## src/rtl/rv_writeback_arbiter.sv

```systemverilog
// Writeback arbiter: merges in-order pipeline results and buffered long-unit
// results onto the single register-file write port. It also keeps a
// scoreboard of destination registers that still have long ops in flight.
module rv_writeback_arbiter #(
    parameter int unsigned DEPTH        = 2,
    parameter int unsigned STARVE_LIMIT = 4
) (
    input  logic        iCLK,
    input  logic        iRST,
    // Pipeline writeback
    input  logic        iPipeWrite,
    input  logic [4:0]  iPipeRd,
    input  logic [31:0] iPipeData,
    output logic        oPipeStall,
    // Long-latency unit results
    input  logic        iLongValid,
    input  logic [4:0]  iLongRd,
    input  logic [31:0] iLongData,
    output logic        oLongReady,
    // Issue / decode hazard interface
    input  logic        iIssueValid,
    input  logic [4:0]  iIssueRd,
    input  logic [4:0]  iRs1,
    input  logic [4:0]  iRs2,
    input  logic [4:0]  iRd,
    output logic        oHazard,
    output logic [31:0] oPendingMask,
    // Register file write port
    output logic        oRegWrite,
    output logic [4:0]  oWriteRegister,
    output logic [31:0] oWriteData
);

    localparam int unsigned AW = (DEPTH > 1) ? $clog2(DEPTH) : 1;
    localparam int unsigned CW = $clog2(STARVE_LIMIT + 1);
    localparam logic [CW-1:0] StarveMax = CW'(STARVE_LIMIT - 1);
    localparam logic [AW:0]   FifoFull  = (AW + 1)'(DEPTH);

    // FIFO storage and state
    logic [4:0]    r_mem_rd   [DEPTH];
    logic [31:0]   r_mem_data [DEPTH];
    logic [AW-1:0] r_wr_ptr, r_rd_ptr;
    logic [AW:0]   r_count;

    logic [CW-1:0] r_starve_cnt, w_starve_cnt_d;
    logic          r_pipe_stall, w_pipe_stall_d;
    logic [31:0]   r_pending, w_pending_d;

    logic          r_reg_write;
    logic [4:0]    r_write_reg;
    logic [31:0]   r_write_data;

    logic          w_fifo_empty, w_fifo_full;
    logic          w_long_xfer, w_long_live;
    logic          w_sel_stall_pop, w_sel_pipe, w_sel_pop, w_sel_bypass;
    logic          w_pop, w_push;
    logic [4:0]    w_head_rd;
    logic [31:0]   w_head_data;
    logic [31:0]   w_set_mask, w_clr_mask;

    assign w_fifo_empty = (r_count == '0);
    assign w_fifo_full  = (r_count == FifoFull);
    assign w_head_rd    = r_mem_rd[r_rd_ptr];
    assign w_head_data  = r_mem_data[r_rd_ptr];

    assign oLongReady   = !w_fifo_full;
    assign w_long_xfer  = iLongValid && oLongReady;
    // rd=0 long results are accepted but never buffered or written
    assign w_long_live  = w_long_xfer && (iLongRd != 5'd0);

    // Output source selection in priority order
    always_comb begin
        w_sel_stall_pop = r_pipe_stall && !w_fifo_empty;
        w_sel_pipe      = !w_sel_stall_pop && iPipeWrite && (iPipeRd != 5'd0) && !r_pipe_stall;
        w_sel_pop       = !w_sel_stall_pop && !w_sel_pipe && !w_fifo_empty;
        w_sel_bypass    = !w_sel_stall_pop && !w_sel_pipe && w_fifo_empty && w_long_live;
        w_pop           = w_sel_stall_pop || w_sel_pop;
        w_push          = w_long_live && !w_sel_bypass;
    end

    // FIFO pointers and occupancy
    always_ff @(posedge iCLK or posedge iRST) begin
        if (iRST) begin
            r_wr_ptr <= '0;
            r_rd_ptr <= '0;
            r_count  <= '0;
        end else begin
            if (w_push) r_wr_ptr <= (r_wr_ptr == AW'(DEPTH - 1)) ? '0 : r_wr_ptr + 1'b1;
            if (w_pop)  r_rd_ptr <= (r_rd_ptr == AW'(DEPTH - 1)) ? '0 : r_rd_ptr + 1'b1;
            if (w_push && !w_pop)      r_count <= r_count + 1'b1;
            else if (w_pop && !w_push) r_count <= r_count - 1'b1;
        end
    end

    // FIFO storage write; contents are don't-care while empty
    always_ff @(posedge iCLK) begin
        if (w_push) begin
            r_mem_rd[r_wr_ptr]   <= iLongRd;
            r_mem_data[r_wr_ptr] <= iLongData;
        end
    end

    // Starvation guard: a head that waits STARVE_LIMIT cycles forces a one-cycle stall
    always_comb begin
        w_starve_cnt_d  = r_starve_cnt;
        w_pipe_stall_d  = 1'b0;
        if (w_fifo_empty || w_pop) begin
            w_starve_cnt_d = '0;
        end else if (r_starve_cnt == StarveMax) begin
            w_starve_cnt_d = '0;
            w_pipe_stall_d = 1'b1;
        end else begin
            w_starve_cnt_d = r_starve_cnt + 1'b1;
        end
    end

    // Starve counter and registered stall
    always_ff @(posedge iCLK or posedge iRST) begin
        if (iRST) begin
            r_starve_cnt <= '0;
            r_pipe_stall <= 1'b0;
        end else begin
            r_starve_cnt <= w_starve_cnt_d;
            r_pipe_stall <= w_pipe_stall_d;
        end
    end

    // Scoreboard next state: long writes clear, issues set, set wins on collision
    always_comb begin
        w_set_mask = '0;
        w_clr_mask = '0;
        if (iIssueValid) w_set_mask[iIssueRd] = 1'b1;
        if (w_pop)        w_clr_mask[w_head_rd] = 1'b1;
        if (w_sel_bypass) w_clr_mask[iLongRd]   = 1'b1;
        w_pending_d      = (r_pending & ~w_clr_mask) | w_set_mask;
        w_pending_d[0]   = 1'b0;
    end

    // Scoreboard register
    always_ff @(posedge iCLK or posedge iRST) begin
        if (iRST) r_pending <= '0;
        else      r_pending <= w_pending_d;
    end

    // Register-file write port; address and data hold when idle
    always_ff @(posedge iCLK or posedge iRST) begin
        if (iRST) begin
            r_reg_write  <= 1'b0;
            r_write_reg  <= '0;
            r_write_data <= '0;
        end else begin
            r_reg_write <= w_sel_pipe || w_pop || w_sel_bypass;
            if (w_sel_pipe) begin
                r_write_reg  <= iPipeRd;
                r_write_data <= iPipeData;
            end else if (w_pop) begin
                r_write_reg  <= w_head_rd;
                r_write_data <= w_head_data;
            end else if (w_sel_bypass) begin
                r_write_reg  <= iLongRd;
                r_write_data <= iLongData;
            end
        end
    end

    assign oPipeStall     = r_pipe_stall;
    assign oPendingMask   = r_pending;
    assign oHazard        = r_pending[iRs1] | r_pending[iRs2] | r_pending[iRd];
    assign oRegWrite      = r_reg_write;
    assign oWriteRegister = r_write_reg;
    assign oWriteData     = r_write_data;

endmodule
```

## config.mk

```make
export PLATFORM = sky130hd
export DESIGN_NAME = rv_writeback_arbiter
export DESIGN_NICKNAME = d
export VERILOG_FILES = /design/src/rtl/rv_writeback_arbiter.sv
export SDC_FILE = /design/constraint.sdc
export NUM_CORES = 1
export LEC_CHECK = 0
export ABC_AREA = 1
export BUFFER_PORTS_ARGS = -buffer_cell sky130_fd_sc_hd__buf_2
export CAP_MARGIN = 10
export CORE_UTILIZATION = 40
export DETAILED_ROUTE_END_ITERATION = 10
export SLEW_MARGIN = 10
export SYNTH_ARGS = -nofsm -noshare
export SYNTH_HDL_FRONTEND = slang
export SYNTH_SLANG_ARGS = --single-unit
```

## constraint.sdc

```tcl
create_clock -name iCLK -period 5.3 [get_ports iCLK]
set_input_delay 0.265 -clock iCLK [delete_from_list [all_inputs] [get_ports iCLK]]
set_output_delay 0.265 -clock iCLK [all_outputs]
set_load 0.01 [all_outputs]
```

# [After elaboration in Yosys (flattened, before gate mapping)]
# Memory sizes are Yosys's and may differ from the RTL's.
# Cells that the tools add are included.
[totals] regBits=77 ram_bits=74 input_bits=99 output_inout_bits=73 wordCells=97 memories=2
[op_classes] add_sub_neg=5 n_lt_le_gt_ge=9 eq_ne=2 n_mux=31 bitwise_logic=6 reduce_logical=33
[memory_table] name="r_mem_data" depth=2 word_bits=32 read_ports=1 rd_clocked_by_memory_dff=0 wr=1 line="41" source="logic [31:0] r_mem_data [DEPTH];"
[memory_table] name="r_mem_rd" depth=2 word_bits=5 read_ports=1 rd_clocked_by_memory_dff=0 wr=1 line="40" source="logic [4:0] r_mem_rd [DEPTH];"
[ops] op="two-way mux 32 bit" n=6
[ops] op="bitwise OR 32 bit" n=2
[ops] op="less-than comparator 5 x 6 -> 1 bit (second input constant)" n=6
[ops] op="AND 32 bit" n=1
[ops] op="inverter 32 bit" n=1
[ops] op="logical AND 1 bit" n=16
[ops] op="binary-select mux 1 bit (select 5 bit)" n=3
[ops] op="demux 1 bit (select 5 bit)" n=3
[ops] op=">= comparator 5 x 1 -> 1 bit (second input constant)" n=3
[ops] op="two-way mux 5 bit" n=3
[ops] op="two-way mux 1 bit" n=12
[ops] op="nonzero test 5 bit" n=2
[ops] op="logical NOT 1 bit" n=8
[ops] op="two-way mux 3 bit" n=2
[ops] op="logical OR 1 bit" n=4
[ops] op="two-way mux 2 bit" n=2
[ops] op="adder 3 x 1 -> 3 bit (second input constant)" n=1
[ops] op="equality test 3 x 2 -> 1 bit (second input constant)" n=1
[ops] op="nonzero test 3 bit" n=1
[ops] op="adder 1 bit (second input constant)" n=2
[ops] op="adder 2 x 1 -> 2 bit (second input constant)" n=1
[ops] op="equality test 2 bit (second input constant)" n=1
[ops] op="logical NOT 2 bit" n=1
[ops] op="bitwise OR 1 bit" n=2
[ops] op="2 further kinds" n=2

# [Depth between registers and ports, before layout]
[depth] word_depth=17 mapped_depth=12

# [Worst setup path after synthesis]
# OpenSTA, ideal clock, no wires.
[synth_timing] path_type="flip-flop to flip-flop" start="register r_pipe_stall, in the netlist oPipeStall" end="memory r_mem_data[1][0] (enable)" setup_time_ps=433 arrival_ps=2641 t_required_ps=4867 slack_ps=2226 path_stages_with_launch=7 n_path_buf=1 synth_period_minus_slack_ps=3074 path_cell_list="dfrtp_1 -> nor2_1 -> nand2_1 -> nand2_1 -> buf_2 -> nand3_1 -> nor2_1"
[synth_between] elab_chain_cells=13 word_cells_on_any_way=14 cone_classes="2 x mux; 12 x reduce/logical"
[synth_rtl] element="from (decl)" line="46" source="logic r_pipe_stall, w_pipe_stall_d;"
[synth_rtl] element="from (signal assigned)" line="124" source="r_pipe_stall <= w_pipe_stall_d;"
[synth_rtl] element="logical AND 1 bit" line="73" source="w_sel_stall_pop = r_pipe_stall && !w_fifo_empty;"
[synth_rtl] element="logical NOT 1 bit" line="74, 76"
[synth_rtl] element="logical AND 1 bit (3 in a row)" line="74" source="w_sel_pipe = !w_sel_stall_pop && iPipeWrite && (iPipeRd != 5'd0) && !r_pipe_stall;"
[synth_rtl] element="logical NOT 1 bit" line="76" source="w_sel_bypass = !w_sel_stall_pop && !w_sel_pipe && w_fifo_empty && w_long_live;"
[synth_rtl] element="logical AND 1 bit * (3 in a row)" line="76"
[synth_rtl] element="logical NOT 1 bit *" line="78" source="w_push = w_long_live && !w_sel_bypass;"
[synth_rtl] element="logical AND 1 bit *" line="78"
[synth_rtl] element="two-way mux 1 bit *" line="97" source="if (w_push) begin"
[synth_rtl] element="two-way mux 1 bit (implied by the code) *" line="99" source="r_mem_data[r_wr_ptr] <= iLongData;"
[synth_rtl] element="to (decl)" line="41"
# Mark *: on every way between the ends. The rest lies on a longest branch, timed or not.

# [Worst setup path after layout]
[layout_timing] start="register r_pipe_stall, in the netlist oPipeStall" end="register r_write_data[20], in the netlist oWriteData[20]"
[layout_between] elab_chain_cells=11 word_cells_on_any_way=15 cone_classes="2 x mux; 13 x reduce/logical"
[layout_rtl] element="logical AND 1 bit" line="73"
[layout_rtl] element="logical NOT 1 bit" line="74, 75, 76"
[layout_rtl] element="logical AND 1 bit (3 in a row)" line="74"
[layout_rtl] element="logical NOT 1 bit" line="75, 76"
[layout_rtl] element="logical AND 1 bit" line="75, 76"
[layout_rtl] element="logical AND 1 bit" line="75" source="w_sel_pop = !w_sel_stall_pop && !w_sel_pipe && !w_fifo_empty;"
[layout_rtl] element="logical OR 1 bit" line="77" source="w_pop = w_sel_stall_pop || w_sel_pop;"
[layout_rtl] element="two-way mux 32 bit" line="156" source="end else if (w_pop) begin"
[layout_rtl] element="two-way mux 32 bit" line="153" source="if (w_sel_pipe) begin"
[layout_rtl] element="to (signal assigned)" line="155" source="r_write_data <= iPipeData;"
[layout_rtl] element="to (signal assigned)" line="158" source="r_write_data <= w_head_data;"
[layout_rtl] element="to (signal assigned)" line="161" source="r_write_data <= iLongData;"
[layout_rtl] element="to (decl)" line="51" source="logic [31:0] r_write_data;"
# Parallel ways exist; a longest one is shown, timed or not.
# A chain may end at the register's enable or synchronous reset.

==> flow_summary.ini <==
[place]
port_buffers = 170
gp_congestion = 0.898
dpl.hpwl_mm = 16.2
placed_cell_area_um2 = 9030

[die]
core_area_um2 = 19500
die_w_um = 144
fp.dieH_um = 144
die-area_um2 = 20600
start_util_pct = 41.0
rows = 51
ioPinCount = 172

[yosys]
avgSynthCellArea_um2 = 7.64
post-synth-top-area-fraction_pct = 27.7
syn_inst = 1048
synth_most_common_cell = nand2_1
synthFlopType = dfrtp_1
yosys_warnings = 0
synth_edf_count = 74
synth_area_um2 = 8010
seq_area_frac_synth_pct = 51.8
async_flop_share_pct = 51.0
synth_cell_type_count = 33
synth_common_cells = nand2_1, nand3_1, dfrtp_1, edfxtp_1, inv_1
syn_nets = 1149
ys_seq_elements = 151
synthTopCellsByArea = edfxtp_1, dfrtp_1, nand2_1
yosysTopAreaCell = edfxtp_1

[timing]
worstMarginPinSlew_ns = 1.07
period_minus_slack_ns = 3.07
finalSetupTns_ns = 0
hold_violations = 0
finClkSkew_ns = 0.0117
setup_viol = 0
slew_headroom_pct = 28.4
fin_crit_sh_pct = 57.9
fmax_mhz = 326
report.final.slew_viol_count = 0
rsz0062_at_grt = no

[setup_path]
worst_setup_path_end_kind = flip-flop
max_stage_delay_ns = 0.82
cp-start-kind = flip-flop
path_cells = nor2_1 > nand2_1 > nand2_1 > nor2_4 > inv_2 > o21ai_0 > o21ai_0
cp.arrival_ns = 3.37
cp_slowest_cell = nor2_4
crit_fanout = 42
critPathRequiredTime_ns = 5.60
critPathKind = flip-flop to flip-flop

[power]
p_comb_share_pct = 36.7
pwr_density_cell_nw_per_um2 = 525
pwr-share-seq_pct = 40.7
p_total_mw = 5.04
p_int_mw = 2.90
ir_worst_vdd_mv = 0.266
swShare_pct = 42.5
p_clk_share_pct = 22.6
p_leak_nw = 4.68
netSwitchingPower_mw = 2.14

[detailed_routing]
wl_per_cell_um = 16.0
detail-route-antenna-nets = 0
route.detailed.drc = 0
first_iter_violations = 547
drt-vias-per-instance = 5.03
vias = 7458
wirelength_mm = 23.7
first_pass_iters = 5

[clocking]
cts_max_level = 4
tritoncts = done
cts_buffer_depth = 2
cts_buffers = 17
clock-sinks = 151
clockRootBuffer = clkbuf_16
postCtsSetupRepairBufs = 0
clkTransAtPathRegs_ns = 0.07
clk-insertion-delay-late_ns = 0.43

[global_routing]
grt_pass1_wl_mm = 36.4
overflow = 0
grt_max_degree = 77
track_usage_pct = 23.7
antenna_found_initial = 5
grt_pass1_vias = 6751

[cells_and_area]
seq_area_um2 = 4150
multi_input_area_um2 = 3370
drive_gt1_share_pct = 19.0
fill_cells = 1950
nets = 1301
area_growth_pct = 19.9
stdcell_area_um2 = 9600

[status]
status = finished clean

[run]
drv_cap = 0

[min_path]
holdCritPathClass = primary input to flip-flop
final timing paths:
kind / endpoint / depth (start not counted) / slack [ns] / start
worst max-delay path: oWriteData[20] / 7 / 2.23 / oPipeStall
worst min-delay path: r_mem_data[0][9] / 1 / 0.04 / iLongData[9]
worst max register to register: oWriteData[20] / 7 / 2.23 / oPipeStall
worst min register to register: r_starve_cnt[0] / 1 / 0.44 / r_starve_cnt[0]
max in group asynchronous: oPendingMask[4] / 4 / 3.88 / iRST
min in group asynchronous: r_starve_cnt[1] / 3 / 0.22 / iRST
timing repair:
item,4_1_cts,5_1_grt
gates resized for setup,0,0
endpoints found under the hold margin,1,0
setup endpoints to repair,0,0
hold buffers,1,0
final cells by class:
| type | instances | area share, % |
|---|---|---|
| multi-input cells | 780 | 35.1 |
| clock inverters | 13 | 1.17 |
| inverters | 73 | 2.89 |
| flip-flops and latches | 151 | 43.2 |
| clock buffers | 19 | 4.61 |
| diodes | 4 | 0.104 |
| repair buffers | 177 | 9.43 |
| well taps | 265 | 3.45 |
flip-flops by register name, summed over array words and instances, names as in the netlist:
| register | flops |
|---|---|
| r_mem_data | 64 |
| oWriteData | 32 |
| oPendingMask | 31 |
| r_mem_rd | 10 |
| oWriteRegister | 5 |
| r_starve_cnt | 3 |
| r_count | 2 |
| oPipeStall | 1 |
| oRegWrite | 1 |
| r_rd_ptr | 1 |
| r_wr_ptr | 1 |
layer usage:
layer / vias up / routed length (um) / GRT usage [%]
met2: 287 / 10800 / 37.3
met5: - / 0 / 0
li1: 3710 / - / -
met3: 44 / 1790 / 4.97
met4: 0 / 542 / 9.41
met1: 3417 / 10600 / 32.0
worst max-delay path, delay by kind of cell, from the launching register on:
| kind | cells | cell delay [ns] |
|---|---|---|
| flip-flops | 1 | 0.36 |
| AND/OR/NAND/NOR | 4 | 1.64 |
| buffers and inverters | 1 | 0.57 |
| AO/OA/AOI/OAI | 2 | 0.32 |
power by group through the flow:
| stage | Combinational, mW | Clock (mW) | Sequential (mW) |
|---|---|---|---|
| after floorplan | 1.11 | 0 | 2.03 |
| after CTS | 1.87 | 1.15 | 2.04 |
| after global routing | 2.10 | 1.21 | 2.09 |
| final | 1.85 | 1.14 | 2.05 |
| after detailed placement | 1.86 | 0 | 2.06 |
| after global placement | 1.84 | 0 | 2.07 |
cells in the final DEF (no fill, tap or decap), types with 2 or more instances in the layout:
cell type  count
buf_2        170
nand2_2        2
inv_2          7
xnor2_1        2
clkinv_4       4
o21ai_2        5
nor2_1        48
dfrtp_1       77
ha_1           2
inv_6          5
nor2_4         4
nand3_1      181
a21oi_1        2
buf_4          6
nand2_1      477
clkinv_1       2
o22ai_1        5
nor2_2         2
inv_1         63
edfxtp_1      74
o21ai_0       16
diode_2        4
nor3_4         2
clkbuf_16     17
nor3_1        18
inv_8          2
nand4_1        6
per-stage QoR:
| stage | instances | hold WS, ns | setup slack [ns] | utilization, % |
|---|---|---|---|---|
| after detailed placement | 1445 | 0.106 | 2.04 | 46.2 |
| after global routing | 1479 | 0.0203 | 1.97 | 49.1 |
| after floorplan | 1048 | 0.364 | 2.23 | - |
| after CTS | 1478 | 0.0252 | 2.25 | 49.1 |
| final | 1482 | 0.0406 | 2.23 | 49.2 |
| after global placement | 1445 | 0.106 | 2.15 | 46.2 |
logic make-up after synthesis:
| group | count (synthesis) | synth area share (%) |
|---|---|---|
| flops | 151 | 51.8 |
| fa+ha+maj | 2 | 0.312 |
| simple gates | 743 | 38.9 |
| compound gates | 31 | 2.30 |
| other cells | 1 | 0.0468 |
| xor+xnor | 3 | 0.328 |
| buf+inv | 117 | 6.31 |
(Power assumes the default switching activity.)
